<file path="config.mk">
export PLATFORM = sky130hd
export DESIGN_NAME = fifo_controller
export DESIGN_NICKNAME = d
export VERILOG_FILES = /design/src/rtl/fifo_controller.sv
export SDC_FILE = /design/constraint.sdc
export NUM_CORES = 1
export LEC_CHECK = 0
export BUFFER_PORTS_ARGS = -buffer_cell sky130_fd_sc_hd__buf_4
export CORE_ASPECT_RATIO = 0.9
export CORE_MARGIN = 4
export CORE_UTILIZATION = 51
export DETAILED_ROUTE_END_ITERATION = 6
export PLACE_DENSITY_LB_ADDON = 0.05
export SLEW_MARGIN = 10
export SYNTH_ARGS = -nofsm -noshare
export SYNTH_HDL_FRONTEND = slang
export SYNTH_SLANG_ARGS = --single-unit
</file>
<file path="constraint.sdc">
create_clock -name clk -period 8 [get_ports clk]
set_input_delay 0.4 -clock clk [delete_from_list [all_inputs] [get_ports clk]]
set_output_delay 0.4 -clock clk [all_outputs]
set_load 0.02 [all_outputs]
</file>
<file path="src/rtl/fifo_controller.sv">
// fifo_controller: byte FIFO controller over an external multi-bank byte memory
// Ports:
//   clk, reset (async, active-low), flush (sync clear of pointers/count/FSM)
//   push_valid/push_ready/push_width/push_data/push_err : multi-byte push side,
//     first byte in the most significant occupied lane of push_data
//   mem_write_enable/mem_write_width/mem_write_addr/mem_data_in : memory write side
//   mem_read_addr/mem_data_out : memory read side, sampled at the end of FETCH
//   pop_valid/pop_ready/pop_data : single-byte stream to the consumer
//   count/empty/full : occupancy, including the byte held on pop_data
module fifo_controller #(
  parameter int AddrWidth  = 8,
  parameter int EntryWidth = 4
) (
  input  logic                    clk,
  input  logic                    reset,
  input  logic                    flush,
  input  logic                    push_valid,
  output logic                    push_ready,
  input  logic [2:0]              push_width,
  input  logic [8*EntryWidth-1:0] push_data,
  output logic                    push_err,
  output logic                    mem_write_enable,
  output logic [2:0]              mem_write_width,
  output logic [AddrWidth-1:0]    mem_write_addr,
  output logic [8*EntryWidth-1:0] mem_data_in,
  output logic [AddrWidth-1:0]    mem_read_addr,
  input  logic [7:0]              mem_data_out,
  output logic                    pop_valid,
  input  logic                    pop_ready,
  output logic [7:0]              pop_data,
  output logic [AddrWidth:0]      count,
  output logic                    empty,
  output logic                    full
);
  localparam logic [AddrWidth:0] DepthW = {1'b1, {AddrWidth{1'b0}}};
  localparam logic [2:0]         MaxW   = 3'(EntryWidth);
  typedef enum logic [1:0] {IDLE, FETCH, HOLD} state_e;
  state_e               state_q, state_d;
  logic [AddrWidth-1:0] wptr_q, wptr_d, rptr_q, rptr_d;
  logic [AddrWidth:0]   count_q, count_d, w_ext;
  logic [7:0]           data_q, data_d;
  logic                 width_ok, push_go, pop_go;
  assign w_ext    = (AddrWidth+1)'(push_width);
  assign width_ok = push_width != 3'd0 && push_width <= MaxW;
  // Illegal widths are "accepted" so the producer never stalls on them; they only raise push_err.
  assign push_ready = !width_ok || (!flush && DepthW - count_q >= w_ext);
  assign push_go    = reset && push_valid && push_ready && width_ok;
  assign push_err   = reset && push_valid && !width_ok;
  assign pop_go     = state_q == HOLD && pop_ready && !flush;
  assign mem_write_enable = push_go;
  assign mem_write_width  = push_width;
  assign mem_write_addr   = wptr_q;
  assign mem_data_in      = push_data;
  assign mem_read_addr    = rptr_q;
  assign pop_valid = state_q == HOLD;
  assign pop_data  = data_q;
  assign count     = count_q;
  assign empty     = count_q == '0;
  assign full      = count_q == DepthW;
  // Only the registered count starts a fetch; the held byte is still in count while in HOLD,
  // so leaving HOLD looks for a second byte (count > 1).
  always_comb begin
    state_d = flush ? IDLE
            : state_q == IDLE  ? (count_q != '0 ? FETCH : IDLE)
            : state_q == FETCH ? HOLD
            : pop_ready ? (|count_q[AddrWidth:1] ? FETCH : IDLE) : HOLD;
    data_d  = state_q == FETCH ? mem_data_out : data_q;
    wptr_d  = flush ? '0 : push_go ? wptr_q + AddrWidth'(push_width) : wptr_q;
    rptr_d  = flush ? '0 : rptr_q + AddrWidth'(pop_go);
    count_d = flush ? '0 : count_q + (push_go ? w_ext : '0) - (AddrWidth+1)'(pop_go);
  end
  always_ff @(posedge clk or negedge reset) begin
    if (!reset) begin
      state_q <= IDLE;
      wptr_q  <= '0;
      rptr_q  <= '0;
      count_q <= '0;
      data_q  <= '0;
    end else begin
      state_q <= state_d;
      wptr_q  <= wptr_d;
      rptr_q  <= rptr_d;
      count_q <= count_d;
      data_q  <= data_d;
    end
  end
endmodule

</file>
==> impl_metrics.py <==
metrics = {
    "outcome": {
        "outcome": "finished, final reports clean",
    },
    "cts": {
        "cts_tree": "done",
        "clk-insertion-delay-late_ps": 290,
        "cts_max_level": 2,
        "root_buffer": "clkbuf_8",
        "cts_sinks": 35,
        "max-clock-path-buffers": 2,
        "cts_hold_buf": 0,
        "path_clk_slew_ps": 80,
        "cts_resized": 0,
        "cts_buffers": 5,
        "post_cts_buffers": 0,
    },
    "floorplanning": {
        "die_area_sq_um": 6300,
        "die_x_um": 83.2,
        "die_y_um": 75.7,
        "core_region_area_sq_um": 4890,
        "num_io_pins": 122,
        "rows": 24,
        "initial_core_util": 0.531,
    },
    "route": {
        "drtPass1Iterations": 4,
        "wire_per_inst_um": 14.5,
        "drtAntennaViolNets": 0,
        "vias": 1873,
        "routed_wl_mm": 5.22,
        "drt_iter0_markers": 56,
        "vias_per_cell": 5.22,
        "drc": 0,
    },
    "logic_synthesis": {
        "synth_area_per_cell_sq_um": 9.66,
        "syn_area_sq_um": 2600,
        "ys_top_cells_by_area": "dfrtp_1, ha_1, buf_4",
        "synthCells": 269,
        "synth_top_area_frac": 0.337,
        "async_reset_ff_frac": 1.00,
        "yosys_warnings": 0,
        "ys_types": 38,
        "synth_nets": 346,
        "synth_ff_type": "dfrtp_1",
        "synth_seq_area_share": 0.337,
        "ys_seq_elements": 35,
        "synth_enable_flop_cells": 0,
        "synth_area_leader_cell": "dfrtp_1",
    },
    "final_layout": {
        "drive_gt1_frac": 0.269,
        "final_area_sq_um": 2940,
        "n_antenna_cell": 0,
        "num-fill-cells": 453,
        "area_delta_synth_final_pct": 13.1,
        "layout_common_cells": "buf_4, dfrtp_1, ha_1",
        "fin_nets": 370,
        "final_common_cell": "buf_4",
    },
    "grt": {
        "grt_pass1_wl_mm": 8.49,
        "grt_usage": 0.170,
        "grt_pass1_vias": 1803,
        "grt_max_degree": 39,
        "antenna_found_initial": 0,
        "grt-ovfl-total": 0,
    },
    "job": {
        "max-cap-violations": 0,
    },
    "setup_path": {
        "crit_path_start_kind": "register",
        "r2r_cells": 19,
        "cp.required_ps": 8220,
        "r2r_end": "count[8]$_DFF_PN0_",
        "path_max_fanout": 7,
        "rrSetupSlack_ps": 3820,
        "timing.setup.critical_path_class": "reg -> reg",
        "cp.arrival_ps": 4400,
        "worstReg2RegStart": "count[0]$_DFF_PN0_",
        "cp-end-kind": "register",
    },
    "power_and_ir_drop": {
        "power_leakage_nw": 1.49,
        "peakVddDrop_uv": 177,
        "power_density_nw_per_um2": 318,
    },
    "sta": {
        "drv_slew": 0,
        "hold_ws_ps": 50.3,
        "max_freq_mhz": 239,
        "tightest_slew_ps": 797,
        "hold_viol": 0,
        "post-route-period-util": 0.523,
        "fin_skew_ps": 5.58,
        "setup_viol": 0,
        "final.min_clock_period_ps": 4180,
        "setup_tns_ps": 0,
        "slew-limit-headroom": 0.464,
        "grt_setup_unrepaired": "false",
    },
    "place": {
        "io_buffers": 57,
        "placed_cell_area_sq_um": 2830,
        "hpwl_mm": 3.91,
        "gp_congestion": 0.833,
    },
    "worst_hold_path": {
        "hold_class": "in -> async",
    },
}
cell type report:
type / instances / area (sq um) / share of cell area
Clock buffer: 5 / 68.8 / 0.0234
Clock inverter: 3 / 43.8 / 0.0149
Inverter: 21 / 78.8 / 0.0268
Multi-Input combinational cell: 173 / 1360 / 0.464
Sequential cell: 35 / 876 / 0.298
Tap cell: 65 / 81.3 / 0.0277
Timing Repair Buffer: 57 / 428 / 0.146
logic make-up after synthesis:
kind of cell | share of synthesized area
adder cells (fa/ha/maj) | 0.145
buffers and inverters | 0.139
AO/OA/AOI/OAI | 0.0920
multiplexers | 0.0698
flip-flops | 0.337
XOR/XNOR | 0.0506
AND/OR/NAND/NOR | 0.167
critical path: stages, from the launching register on:
cell and delay [ps]:
dfrtp_1 430, inv_1 90, ha_1 250, and4bb_2 250
and2_1 170, ha_1 260, nor2b_1 110, o21ai_0 140
a211oi_4 400, a21oi_1 180, nand3_1 130, ha_1 120
inv_1 40, ha_1 190, fa_1 410, a21o_1 180
a21oi_1 250, o311ai_0 190, a21o_1 190, a21oi_1 130
sequential cells by signal (all words and copies together) (netlist names):
name,count
mem_read_addr,8
mem_write_addr,8
pop_data,8
state_q,2
count,9
Yosys cell counts, types with 2 or more instances:
master    count
mux2_2        8
nor2_1       22
xnor2_1       9
mux2_1        5
a21oi_1      13
mux2i_1       2
and3_1        3
o311ai_0      4
nand2b_1      9
dfrtp_1      35
nor3_1        6
a21o_1        8
ha_1         27
nor2b_1      15
xor2_1        6
fa_1          2
o21ai_0       2
buf_4        35
clkbuf_1      5
nand3_1      12
nand4_1       3
inv_1        21
nand2_1       2
layer usage:
metal | share of wire | track usage
met5 | 0 | 0
met4 | 0.016 | 0.0780
met3 | 0.080 | 0.0530
met2 | 0.42 | 0.257
met1 | 0.48 | 0.227
report_power, final:
group,switching [mW],internal (mW)
sequential,0.0407,0.220
clock,0.0701,0.0928
combinational,0.274,0.239
total,0.384,0.551
per-stage QoR:
step	util	power (mW)	setup slack, ps	std cells
6_report	0.600	0.936	3820	359
2_1_floorplan	-	0.650	4030	269
4_1_cts	0.600	0.945	3800	359
3_3_place_gp	0.577	0.775	3910	351
3_5_place_dp	0.577	0.777	3840	351
5_1_grt	0.600	1.01	3410	359
worst max-delay path by stage:
stage                        from  depth (start not counted)                  to
2_1_floorplan  count[0]$_DFF_PN0_                         19  count[8]$_DFF_PN0_
3_3_place_gp   count[0]$_DFF_PN0_                         19  count[8]$_DFF_PN0_
3_5_place_dp   count[0]$_DFF_PN0_                         19  count[8]$_DFF_PN0_
4_1_cts        count[0]$_DFF_PN0_                         19  count[8]$_DFF_PN0_
5_1_grt        count[0]$_DFF_PN0_                         19  count[8]$_DFF_PN0_
6_report       count[0]$_DFF_PN0_                         19  count[8]$_DFF_PN0_
Power figures use the tool's default switching activity.
